[config.mk]
export PLATFORM = sky130hd
export DESIGN_NAME = bitwise_logic_acc
export DESIGN_NICKNAME = d
export VERILOG_FILES = /design/src/rtl/bitwise_logic_acc.sv
export SDC_FILE = /design/constraint.sdc
export NUM_CORES = 1
export LEC_CHECK = 0
export CAP_MARGIN = 20
export CORE_MARGIN = 10
export CORE_UTILIZATION = 50
export CTS_BUF_LIST = sky130_fd_sc_hd__clkbuf_16
export DETAILED_ROUTE_END_ITERATION = 16
export PLACE_DENSITY = 0.77
export SYNTH_ARGS = -nofsm -noshare
export SYNTH_HDL_FRONTEND = slang
export SYNTH_SLANG_ARGS = --single-unit
[constraint.sdc]
create_clock -name clk -period 7.84 [get_ports clk]
set_clock_uncertainty 0.1 [all_clocks]
set_input_delay 1.176 -clock clk [delete_from_list [all_inputs] [get_ports clk]]
set_output_delay 1.176 -clock clk [all_outputs]
set_load 0.05 [all_outputs]
[src/rtl/bitwise_logic_acc.sv]
// Handshaked bitwise logic unit (AND/OR/XOR/NOR) with single-shot and packet-fold modes.
// Results are held in a one-entry registered output buffer with valid/ready flow control.
module bitwise_logic_acc #(
   parameter int unsigned WIDTH = 32,
   parameter int unsigned CNT_W = 8
) (
   input  logic             clk,
   input  logic             rst_n,
   input  logic             in_valid,
   output logic             in_ready,
   input  logic [WIDTH-1:0] in_a,
   input  logic [WIDTH-1:0] in_b,
   input  logic [1:0]       in_op,
   input  logic             in_mode,
   input  logic             in_last,
   output logic             out_valid,
   input  logic             out_ready,
   output logic [WIDTH-1:0] out_y,
   output logic             out_zero,
   output logic [CNT_W-1:0] out_count
);

   typedef enum logic {StIdle, StAccum} state_e;

   state_e           state_q, state_d;
   logic [1:0]       op_q, op_d;
   logic [WIDTH-1:0] acc_q, acc_d;
   logic [CNT_W-1:0] cnt_q, cnt_d;
   logic             out_valid_q, out_valid_d;
   logic [WIDTH-1:0] out_y_q, out_y_d;
   logic             out_zero_q, out_zero_d;
   logic [CNT_W-1:0] out_count_q, out_count_d;

   logic             accept;
   logic             load;
   logic [1:0]       op_eff;
   logic [WIDTH-1:0] lhs;
   logic [WIDTH-1:0] f_res;
   logic [CNT_W-1:0] cnt_next;

   function automatic logic [WIDTH-1:0] apply_op(input logic [1:0] op,
                                                 input logic [WIDTH-1:0] x,
                                                 input logic [WIDTH-1:0] y);
      logic [WIDTH-1:0] r;
      case (op)
         2'd0:    r = x & y;
         2'd1:    r = x | y;
         2'd2:    r = x ^ y;
         default: r = ~(x | y);
      endcase
      return r;
   endfunction

   // Buffer frees up in the same cycle it is drained, giving full throughput.
   assign in_ready = !out_valid_q || out_ready;
   assign accept   = in_valid && in_ready;

   // First beat of a packet uses the live op and in_a; later beats fold into acc.
   assign op_eff   = (state_q == StIdle) ? in_op : op_q;
   assign lhs      = (state_q == StIdle) ? in_a : acc_q;
   assign f_res    = apply_op(op_eff, lhs, in_b);
   assign cnt_next = (state_q == StIdle) ? CNT_W'(1) :
                     (&cnt_q)            ? cnt_q : cnt_q + CNT_W'(1);
   assign load     = accept && ((state_q == StIdle) ? (!in_mode || in_last) : in_last);

   always_comb begin
      state_d     = state_q;
      op_d        = op_q;
      acc_d       = acc_q;
      cnt_d       = cnt_q;
      out_valid_d = out_valid_q;
      out_y_d     = out_y_q;
      out_zero_d  = out_zero_q;
      out_count_d = out_count_q;

      if (accept) begin
         if (state_q == StIdle) begin
            op_d = in_op;
            if (in_mode && !in_last) begin
               state_d = StAccum;
               acc_d   = f_res;
               cnt_d   = cnt_next;
            end
         end else begin
            acc_d = f_res;
            cnt_d = cnt_next;
            if (in_last) state_d = StIdle;
         end
      end

      if (load) begin
         out_valid_d = 1'b1;
         out_y_d     = f_res;
         out_zero_d  = (f_res == '0);
         out_count_d = cnt_next;
      end else if (out_valid_q && out_ready) begin
         out_valid_d = 1'b0;
      end
   end

   always_ff @(posedge clk or negedge rst_n) begin
      if (!rst_n) begin
         state_q     <= StIdle;
         op_q        <= 2'd0;
         acc_q       <= '0;
         cnt_q       <= '0;
         out_valid_q <= 1'b0;
         out_y_q     <= '0;
         out_zero_q  <= 1'b0;
         out_count_q <= '0;
      end else begin
         state_q     <= state_d;
         op_q        <= op_d;
         acc_q       <= acc_d;
         cnt_q       <= cnt_d;
         out_valid_q <= out_valid_d;
         out_y_q     <= out_y_d;
         out_zero_q  <= out_zero_d;
         out_count_q <= out_count_d;
      end
   end

   assign out_valid = out_valid_q;
   assign out_y     = out_y_q;
   assign out_zero  = out_zero_q;
   assign out_count = out_count_q;

endmodule

==> results.yml <==
pwr:
  power_switching_share_pct: 45.1
  power_switching_mw: 1.19
  power.combinational.fraction_pct: 56.8
  vdd_drop_max_mv: 0.214
  pwr-share-seq_pct: 29.0
  clockPowerShare_pct: 14.2
  power_density_mw_per_mm2: 351
  power.total_mw: 2.63
  p_leak_nw: 3.44
  p_int_mw: 1.45
placement:
  numPortBuffers: 114
  gp_congestion: 0.890
  place_ws_ns: 3.93
  detailed_place_hpwl_mm: 12.3
worst_setup_path:
  worst-path-max-fanout: 5
  start_kind: "input pin"
  worst-endpoint-arrival_ns: 2.63
  critPathCapture: "in_ready"
  timing.reg2reg.setup_slack_ns: 4.25
  r2r_start: "state_q"
  r2r_worst_path_depth: 8
  timing.critical_path.required_ns: 6.56
  critical_path.startpoint: "out_ready"
  timing_worst_setup_path_type: "input pin to output pin"
  timing.critical_path.to_type: "output pin"
  reg2reg_to: "out_zero"
logic_synthesis:
  synth_top_family_by_area: "multiplexers"
  synth_top_cells_by_area: "dfrtp_1 (35%), ha_1 (14%), mux2_2 (12%), mux2i_1 (5.7%), nand2_1 (5.5%)"
  synth_enable_flop_cells: 0
  post_synthesis_instance_area_mm2: 0.00602
  synth_nets: 785
  synth-seq-area-share_pct: 35.3
  yosys.area.top_type: "dfrtp_1"
  syn_inst: 648
  synthesis.yosys.warnings: 0
  syn_avg_cell_area_um2: 9.30
  synthMuxAreaShare_pct: 18.2
  yosys.area_share.adder_pct: 13.5
  most_frequent_cell_after_synthesis: "nand2_1"
  flip_flop_and_latch_count_after_synthesis: 85
  synth-async-reset-ratio_pct: 100
  synthDistinctLibCells: 37
  commonest_cells_post_synth: "nand2_1 (89), dfrtp_1 (85), inv_1 (66), mux2_2 (66), ha_1 (65)"
  synthSimpleGateAreaFrac_pct: 15.3
  synth_compound_area_share_pct: 10.4
  netlist.area_leader.share_pct: 35.3
  ys_dominant_reg_cell: "dfrtp_1"
  yosys.area_share.xor_xnor_pct: 0.436
grt:
  maximum_number_of_pins_on_one_net_before_global_route_repair: 75
  first_pass_grt_wire_length_mm: 26.3
  globalRoute.totalOverflow: 0
  grt.total_usage_pct: 19.7
  number_of_antenna_violations_at_the_first_check_in_global_routing: 1
  vias_in_the_first_global_route: 5239
timing:
  setup_viol_count_final: 0
  timing_hold_violations_final: 0
  timing.final.crit_share_pct: 49.9
  layout_setup_ws_ns: 3.93
  fmaxAchievable_mhz: 256
  least_margin_pin_slew_ns: 0.810
  timing.max_slew.rel_slack_pct: 45.8
  finalMaxSlewViolations: 0
  rsz0062_at_grt: "no"
  post-route-min-period_ns: 3.91
  setup_tns_ns: 0
  hold-worst-slack_ns: 0.385
finish:
  utilization_pct: 62.9
  finish.net_count: 883
  post_route_cells_drive_above_1_share_pct: 11.9
  nFillCells: 978
  syn_to_final_growth_pct: 24.4
route:
  post-route-drc-count: 0
  total_wire_length_after_detailed_routing_mm: 16.4
  firstDrtPassIters: 5
  wl_per_cell_um: 18.3
  vias: 5085
  dr.first_iter.drc_count: 277
  antenna_violating_nets_post_route: 0
  detail_route.vias_per_cell: 5.68
cts:
  cts_resized: 0
  clk_path_buf_depth: 2
  htree_levels: 3
  clkLatencyLatePin_ns: 0.35
  cts-buffers-inserted: 9
  cts_tree: "done"
  postCtsSetupBuffers: 0
  clk_sink_count: 85
  cts-root-buf: "clkbuf_16"
  cts_hold_buffers: 0
  worst_path_clk_slew_ns: 0.06
floorplanning:
  std_cell_rows: 40
  fp.dieW_um: 130
  die_h_um: 130
  i_o_pins: 115
  core_area_mm2: 0.0119
  start_util_pct: 50.6
  die_ar_mm2: 0.0168
job:
  cap_viol_max_count: 0
min_path:
  hold-path-cell-count: 2
  hp_class: "flip-flop to flip-flop"
run_status:
  run_status: "finished, final reports clean"
-- layout by cell type, fill, tap and decap left out, types with 2 or more instances in the layout --
| cell | Yosys | routed |
|---|---|---|
| a21oi_1 | 38 | 38 |
| a311oi_1 | 3 | 3 |
| a31oi_1 | 32 | 32 |
| and2_1 | 2 | 2 |
| and3_1 | 2 | 2 |
| buf_4 | 1 | 8 |
| clkbuf_16 | 0 | 9 |
| clkdlybuf4s50_1 | 0 | 113 |
| dfrtp_1 | 85 | 84 |
| diode_2 | 0 | 2 |
| ha_1 | 65 | 65 |
| inv_1 | 66 | 68 |
| mux2_2 | 66 | 66 |
| mux2i_1 | 34 | 33 |
| nand2_1 | 89 | 89 |
| nand2b_1 | 34 | 34 |
| nand3_1 | 4 | 4 |
| nand4_1 | 12 | 12 |
| nor2_1 | 12 | 12 |
| nor3_1 | 4 | 4 |
| nor3_2 | 2 | 2 |
| nor4_1 | 19 | 19 |
| o211ai_1 | 2 | 2 |
| o21a_1 | 3 | 3 |
| o21ai_0 | 18 | 18 |
| o21ai_1 | 2 | 2 |
| o22a_1 | 2 | 2 |
| o31ai_1 | 4 | 4 |
| or4_1 | 5 | 5 |
| xnor2_1 | 3 | 3 |
-- layer usage --
| metal | wire length (um) | track usage, % |
|---|---|---|
| met2 | 8300 | 34.6 |
| met3 | 1110 | 5.68 |
| met1 | 6670 | 22.1 |
| met5 | 0 | 0 |
| met4 | 305 | 7.61 |
-- power by group through the flow --
stage          Clock [mW]  Sequential, mW  Combinational [mW]
3_3_place_gp            0           0.761                1.46
3_5_place_dp            0           0.773                1.50
4_1_cts             0.382           0.767                1.50
2_1_floorplan           0            1.09               0.716
6_report            0.373           0.764                1.49
5_1_grt             0.394           0.796                1.62
-- critical path, stage by stage --
cell	delay, ns
clkdlybuf4s50_1	0.45
nand2b_1	0.18
clkdlybuf4s50_1	0.83
-- through the flow --
step,std cells,cell area [um^2]
after floorplan,648,6020
after global placement,881,7240
after detailed placement,881,7240
after CTS,893,7480
after global routing,894,7490
final,896,7490
-- flip-flops by register name, summed over array words and instances, names as in the netlist --
signal / flops
out_count: 8
out_y: 32
cnt_q: 8
state_q: 1
out_zero: 1
out_valid: 1
acc_q: 32
op_q: 2
-- cells by family after synthesis --
family / count (synthesis)
AO/OA/AOI/OAI: 107
XOR/XNOR: 3
adder cells (fa/ha/maj): 65
buffers and inverters: 100
flip-flops: 85
multiplexers: 101
AND/OR/NAND/NOR: 187
-- layout make-up --
cell class	count	area (um^2)	share of cell area, %
multi-input cells	463	3500	46.7
flip-flops and latches	85	2130	28.4
repair buffers	121	1190	15.9
inverters	66	248	3.31
clock buffers	9	225	3.01
well taps	147	184	2.45
clock inverters	3	11.3	0.150
diodes	2	5.00	0.0668
-- worst min-delay path by stage --
stage | start | to | slack, ns
5_1_grt | out_count[1] | out_count[1] | 0.41
4_1_cts | out_count[3] | out_count[3] | 0.38
3_5_place_dp | out_count[3] | out_count[3] | 0.37
6_report | out_count[3] | out_count[3] | 0.38
3_3_place_gp | out_count[7] | out_count[7] | 0.36
2_1_floorplan | op_q[0] | op_q[0] | 0.37
No activity file was read; power rests on OpenSTA's default activity.
